**src/rtl/regfile_wb_ctrl.sv**
```systemverilog
// regfile_wb_ctrl: writeback arbiter for the single register file write port.
// Arbitrates ALU (A) and load (B) producers with starvation protection for B,
// forwards the in-flight write to both read ports, and tracks pending writes.
module regfile_wb_ctrl #(
   parameter int unsigned DATA_WIDTH    = 32,
   parameter int unsigned REG_FILE_SIZE = 32,
   parameter int unsigned MAX_WAIT      = 3,
   localparam int unsigned AW           = $clog2(REG_FILE_SIZE)
) (
   input  logic                  clk,
   input  logic                  rst,
   input  logic                  i_a_valid,
   output logic                  o_a_ready,
   input  logic [AW-1:0]         i_a_addr,
   input  logic [DATA_WIDTH-1:0] i_a_data,
   input  logic                  i_b_valid,
   output logic                  o_b_ready,
   input  logic [AW-1:0]         i_b_addr,
   input  logic [DATA_WIDTH-1:0] i_b_data,
   output logic                  o_rf_wen,
   output logic [AW-1:0]         o_rf_waddr,
   output logic [DATA_WIDTH-1:0] o_rf_wdata,
   input  logic [AW-1:0]         i_raddr1,
   input  logic [AW-1:0]         i_raddr2,
   output logic [AW-1:0]         o_rf_raddr1,
   output logic [AW-1:0]         o_rf_raddr2,
   input  logic [DATA_WIDTH-1:0] i_rf_rdata1,
   input  logic [DATA_WIDTH-1:0] i_rf_rdata2,
   output logic [DATA_WIDTH-1:0] o_rs1_data,
   output logic [DATA_WIDTH-1:0] o_rs2_data,
   output logic                  o_rs1_busy,
   output logic                  o_rs2_busy,
   input  logic                  i_alloc_valid,
   input  logic [AW-1:0]         i_alloc_addr
);

   localparam int unsigned WW = $clog2(MAX_WAIT + 1);
   localparam logic [WW-1:0] MaxWait = WW'(MAX_WAIT);
   localparam logic [WW-1:0] WaitOne = WW'(1);

   logic [WW-1:0]            wait_cnt_q, wait_cnt_d;
   logic [REG_FILE_SIZE-1:0] sb_q, sb_d;
   logic                     b_forced;
   logic                     grant_a, grant_b;

   // Handshake, arbitration and write port drive
   always_comb begin
      b_forced   = (wait_cnt_q == MaxWait);
      o_a_ready  = ~rst & ~(b_forced & i_b_valid);
      o_b_ready  = ~rst & (~i_a_valid | b_forced);
      grant_a    = i_a_valid & o_a_ready;
      grant_b    = i_b_valid & o_b_ready;
      o_rf_waddr = grant_b ? i_b_addr : i_a_addr;
      o_rf_wdata = grant_b ? i_b_data : i_a_data;
      // Grants to x0 complete the handshake but never reach the array
      o_rf_wen   = (grant_a | grant_b) & (o_rf_waddr != '0);
   end

   // Read pass-through, forwarding of the in-flight write, hazard flags
   always_comb begin
      o_rf_raddr1 = i_raddr1;
      o_rf_raddr2 = i_raddr2;
      o_rs1_data  = i_rf_rdata1;
      o_rs2_data  = i_rf_rdata2;
      if (o_rf_wen && (o_rf_waddr == i_raddr1) && (i_raddr1 != '0)) o_rs1_data = o_rf_wdata;
      if (o_rf_wen && (o_rf_waddr == i_raddr2) && (i_raddr2 != '0)) o_rs2_data = o_rf_wdata;
      o_rs1_busy  = sb_q[i_raddr1] & ~(o_rf_wen & (o_rf_waddr == i_raddr1));
      o_rs2_busy  = sb_q[i_raddr2] & ~(o_rf_wen & (o_rf_waddr == i_raddr2));
   end

   // Next-state for B starvation counter and pending-write scoreboard
   always_comb begin
      wait_cnt_d = wait_cnt_q;
      if (!i_b_valid || grant_b) begin
         wait_cnt_d = '0;
      end else if (wait_cnt_q != MaxWait) begin
         wait_cnt_d = wait_cnt_q + WaitOne;
      end

      sb_d = sb_q;
      if (o_rf_wen) sb_d[o_rf_waddr] = 1'b0;
      // Applied after the clear so a same-cycle alloc keeps the bit set
      if (i_alloc_valid && (i_alloc_addr != '0)) sb_d[i_alloc_addr] = 1'b1;
      sb_d[0] = 1'b0;
   end

   // State registers with synchronous reset
   always_ff @(posedge clk) begin
      if (rst) begin
         wait_cnt_q <= '0;
         sb_q       <= '0;
      end else begin
         wait_cnt_q <= wait_cnt_d;
         sb_q       <= sb_d;
      end
   end

endmodule
```
**config.mk**
```make
export PLATFORM = sky130hd
export DESIGN_NAME = regfile_wb_ctrl
export DESIGN_NICKNAME = d
export VERILOG_FILES = /design/src/rtl/regfile_wb_ctrl.sv
export SDC_FILE = /design/constraint.sdc
export NUM_CORES = 1
export LEC_CHECK = 0
export ABC_AREA = 1
export CORE_AREA = 2 2 107 109
export CTS_CLUSTER_SIZE = 12
export DETAILED_ROUTE_END_ITERATION = 10
export DIE_AREA = 0 0 109 111
export PLACE_DENSITY = 0.89
export SLEW_MARGIN = 20
export SYNTH_ARGS = -nofsm -noshare
export SYNTH_HDL_FRONTEND = slang
export SYNTH_SLANG_ARGS = --single-unit
export TNS_END_PERCENT = 30
```
**constraint.sdc**
```tcl
create_clock -name clk -period 4.3 [get_ports clk]
set_input_delay 1.29 -clock clk [delete_from_list [all_inputs] [get_ports clk]]
set_output_delay 1.29 -clock clk [all_outputs]
set_load 0.05 [all_outputs]
```
### Word-level counts from Yosys, hierarchy flattened

Cells that the tools add are included.

* bits in latches: 0
* bits in writable memories: 0
* register bits: 34
* memories: 0
* bits in read-only memories: 0

* multiply operators: 0
* bitwise gates (word level): 20
* magnitude comparators: 6
* equality and inequality tests: 4
* reductions and logical operators: 14
* div/mod/pow operators: 0
* shifts and indexed selects: 0
* mux-type cells: 14
* add/sub/neg operators: 1

Operator list (count)
* 32-bit two-way mux: 5
* 32-bit bitwise AND: 1
* 32-bit inverter: 1
* 32-bit bitwise OR: 1
* 5-bit by 6-bit < comparator with 1-bit output, second input constant: 4
* 5-bit nonzero test: 4
* 1-bit bitwise AND: 10
* 1-bit binary-select mux with 5-bit select: 2
* 1-bit demux with 5-bit select: 2
* 5-bit == test: 2
* 5-bit by 1-bit greater-or-equal comparator with 1-bit output, second input constant: 2
* 1-bit logical AND: 7
* 5-bit two-way mux: 1
* 1-bit inverter: 5
* 1-bit two-way mux: 4
* 2-bit by 1-bit adder with 2-bit output, second input constant: 1
* 2-bit == test, second input constant: 1
* 2-bit != test, second input constant: 1
* 1-bit bitwise OR: 2
* 2-bit OR reduction: 1
* 1-bit zero test: 1
* 1-bit logical OR: 1

### Logic depth before layout (Yosys ltp)

* depth in word-level cells: 14
* gate-level depth with buffers: 15
* depth with buffers taken out: 13

### Least setup slack after synthesis

Ideal clock, no wire load.

* path type: input -> output
* start point: in rst
* end point: out o_rs1_data[19]
* slack: -0.526 ns
* path buffers: 3
* cell stages on the path: 9
* data arrival time: 3.536 ns
* path through: buf_6 > a21oi_1 > nand2_1 > nand2_1 > o21a_1 > buf_4 > buf_2 > nand3_1 > nand2_1

RTL lines
* from (decl): RTL line 11 `input logic rst,`
* 1-bit inverter: RTL line 49 `o_a_ready = ~rst & ~(b_forced & i_b_valid);`
* 1-bit bitwise AND: RTL line 49
* named net o_a_ready: RTL line 13 `output logic o_a_ready,`
* 1-bit bitwise AND: RTL line 51 `grant_a = i_a_valid & o_a_ready;`
* 1-bit bitwise OR: RTL line 56 `o_rf_wen = (grant_a | grant_b) & (o_rf_waddr != '0);`
* 1-bit bitwise AND: RTL line 56
* named net o_rf_wen: RTL line 20 `output logic o_rf_wen,`
* 1-bit logical AND (2 in a row): RTL line 65 `if (o_rf_wen && (o_rf_waddr == i_raddr1) && (i_raddr1 != '0)) o_rs1_data = o_rf_wdata;`
* 32-bit two-way mux: RTL line 65
* to (decl): RTL line 29 `output logic [DATA_WIDTH-1:0] o_rs1_data,`

The timed path passes the listed nets, and every way through them passes these cells.

### Worst setup path after layout

* start point: in i_b_valid
* end point: out o_rs2_data[18]

* cells in the longest elaborated chain, start to end: 9

RTL lines
* from (decl): RTL line 16 `input logic i_b_valid,`
* 1-bit bitwise AND: RTL line 49
* 1-bit inverter: RTL line 49
* 1-bit bitwise AND: RTL line 49
* 1-bit bitwise AND: RTL line 51
* 1-bit bitwise OR: RTL line 56
* 1-bit bitwise AND: RTL line 56
* 1-bit logical AND (2 in a row): RTL line 66 `if (o_rf_wen && (o_rf_waddr == i_raddr2) && (i_raddr2 != '0)) o_rs2_data = o_rf_wdata;`
* 32-bit two-way mux *: RTL line 66
* to (decl): RTL line 30 `output logic [DATA_WIDTH-1:0] o_rs2_data,`

Mark *: on every way between the ends. The rest lies on a longest branch, timed or not.

==> results.toml <==
[route]
ant_nets = 0
drcViolationCount = 0
wirelength_mm = 25.8
wl_per_cell_um = 22.7
drt_first_pass_iters = 8
viasPerCell = 5.76
drtIter0Drc = 1063
vias = 6557

[power]
p_per_area_nw_per_um2 = 218
comb_power_share = 0.561
p_seq_frac = 0.176
clkPwrFrac = 0.263
p_total_mw = 1.78
p_leak_nw = 3.72
peakVddDrop_mv = 0.381
intPower_mw = 1.05
p_switching_mw = 0.734
swShare = 0.412

[logic_synthesis]
synthAdderAreaFrac = 0.00327
syn_avg_cell_area_um2 = 5.80
synth_cell_type_count = 25
async_flop_share = 0
synth_flop_cell = "dfxtp_1"
synth_fp_nets = 819
synth_compound_area_frac = 0.127
synthTopCellsByArea = "nand2_1 (24%), nand3_1 (18%), dfxtp_1 (17%), mux2_2 (9.4%), a21oi_1 (6.1%)"
synthDominantCellAreaShare = 0.236
yosysMostFrequentCell = "nand2_1"
synth_xor_area_frac = 0
synth_mux_area_frac = 0.0941
syn_inst = 660
synth-simple-area-share = 0.473
yosysWarnings = 0
ys_seq_area_frac = 0.173
synth_common_cells = "nand2_1 (241), nand3_1 (137), a21oi_1 (47)"
synth_area_leader_cell = "nand2_1"
ys_ff_latch = 33
netlist_area_um2 = 3830
synth_top_family_by_area = "simple AND/OR/NAND/NOR gates"
synth_edf_count = 0

[setup_path]
worstSetupEndpointType = "output port"
cp_max_fo = 6
worstSetupStartpoint = "i_b_valid"
worstSetupEndpoint = "o_rs2_data[18]"
r2r-start = "wait_cnt_q[0]"
start_kind = "input port"
reg2regPathDepth = 13
criticalPathCategory = "input port to output port"
required_ns = 3.01
r2r_end = "sb_q[3]"
worst-r2r-setup-slack_ns = 1.78
cp.arrival_ns = 3.13

[timing]
final-setup-viol-count = 49
min_period_over_period = 1.03
fmax_mhz = 226
min_period_ns = 4.42
maxSlewViolCount = 0
layout_setup_ws_ns = -0.122
relSlewSlack = 0.607
hold_viol_final = 0
worst_slew_pin_slew_ns = 0.588
grt_setup_unrepaired = "true"
fin_worst_skew_ns = 0.00373
fin_setup_tns_ns = -1.96

[die]
ioPinCount = 274
dieHeight_um = 111
die-area_um2 = 12100
rows = 39
die_w_um = 109
start_util = 0.346
coreArea_um2 = 11100

[cells_and_area]
stdcell_area_um2 = 8190
final_nets = 1151
drive_above_1_share = 0.379
area_growth_pct = 114

[run_status]
outcome = "finished with violations"
violations = "negative setup slack"

[clocking]
clk_root_buffer_cell = "clkbuf_16"
htreeDepth = 2
cts_sinks = 33
clk_path_buf_depth = 2
clkTransAtPathRegs_ns = 0.05
clkLatencyLatePin_ns = 0.28
numCtsBuffers = 5
cts_tree = "yes"

[placed_design]
gp_congestion = 1.06
port_buffers = 273
place_ws_ns = -0.492
placed_area_um2 = 6990
dp_hpwl_mm = 18.0

[global_route]
grt_pass1_wl_mm = 34.7
grt_max_degree = 34
grt.total_usage = 0.380
first_global_vias = 5920
grt-ovfl-total = 0
antenna_found_initial = 3

[worst_hold_path]
hp-class = "flip-flop to flip-flop"
min-delay-start = "wait_cnt_q[0]"

[run]
cap_viol_max_count = 0
cells by family (layout without fill, tap and decap cells):
logic type               after synthesis  count (layout)
AO/OA/AOI/OAI                         95              95
AND/OR/NAND/NOR                      408             409
buffers and inverters                 91             423
multiplexers                          32              32
flip-flops                            33              33
adder cells (fa/ha/maj)                1               1
other                                  0               2
worst min path at each step:
| stage | slack [ns] | cells after the start | endpoint |
|---|---|---|---|
| floorplan | 0.40 | 1 | wait_cnt_q[0] |
| global placement | 0.42 | 1 | wait_cnt_q[0] |
| detailed placement | 0.42 | 1 | wait_cnt_q[0] |
| CTS | 0.43 | 1 | wait_cnt_q[0] |
| global route | 0.46 | 1 | wait_cnt_q[0] |
| finish | 0.43 | 1 | wait_cnt_q[0] |
timing repair:
action,in CTS,in global routing
endpoints found under the hold margin,0,0
endpoints found under the setup margin,97,66
gates resized for setup,118,131
gates cloned,5,1
hold buffers,0,0
buffers inserted,11,7
pin swaps,26,35
per-stage QoR:
step	util	std cells	hold slack, ns
after global placement	0.631	1107	0.419
after global routing	0.739	1137	0.465
after floorplan	-	660	0.405
final	0.739	1138	0.433
after CTS	0.692	1131	0.430
after detailed placement	0.631	1107	0.420
cell usage in the layout (no fill, tap or decap), drive strengths merged, types with 2 or more instances in the layout:
cell,netlist,final
buf,36,217
dlygate4sd2,0,15
nor2,6,7
clkdlybuf4s50,0,137
bufinv,0,2
nand3,142,142
nand4,5,5
o21ai,45,45
nor3,5,5
clkbuf,12,6
dlymetal6s2s,0,2
diode,0,2
inv,43,43
nand2,250,250
mux2,32,32
dfxtp,33,33
a21oi,47,47
cell type report:
cell class,count,area (um2)
antenna,2,5.00
fill,787,2890
tap,143,179
sequential,33,661
multi-input combinational,537,3150
clock inverter,3,65.1
clock buffer,5,125
inverter,43,166
timing repair buffer,372,3840
worst max-delay path, stage by stage:
cell and delay, ns:
buf_6 0.09, inv_6 0.04, nor2_4 0.25, nand3_4 0.15, nand2_4 0.11, buf_4 0.11, nand2_1 0.06, o21a_4 0.28
nand2_4 0.17, clkbuf_16 0.20, nand2_1 0.07, nand2_1 0.10, buf_4 0.21
power groups by stage:
stage	logic, mW	registers, mW	clock network, mW
4_1_cts	0.918	0.313	0.462
6_report	1.00	0.314	0.470
2_1_floorplan	0.462	0.319	0
3_5_place_dp	0.868	0.320	0
5_1_grt	1.03	0.314	0.479
3_3_place_gp	0.868	0.320	0
registers in the layout, summed over array words and instances (netlist names):
name,cells
sb_q,31
wait_cnt_q,2
layer usage:
layer  global-route usage  vias to the layer above  routed length (um)
li1                     -                     2861                   -
met4               0.0761                        4                 895
met2                0.569                      606               11300
met3                0.190                      132                4440
met5               0.0536                        -                  97
met1                0.487                     2954                9030
No activity file was read; power rests on OpenSTA's default activity.
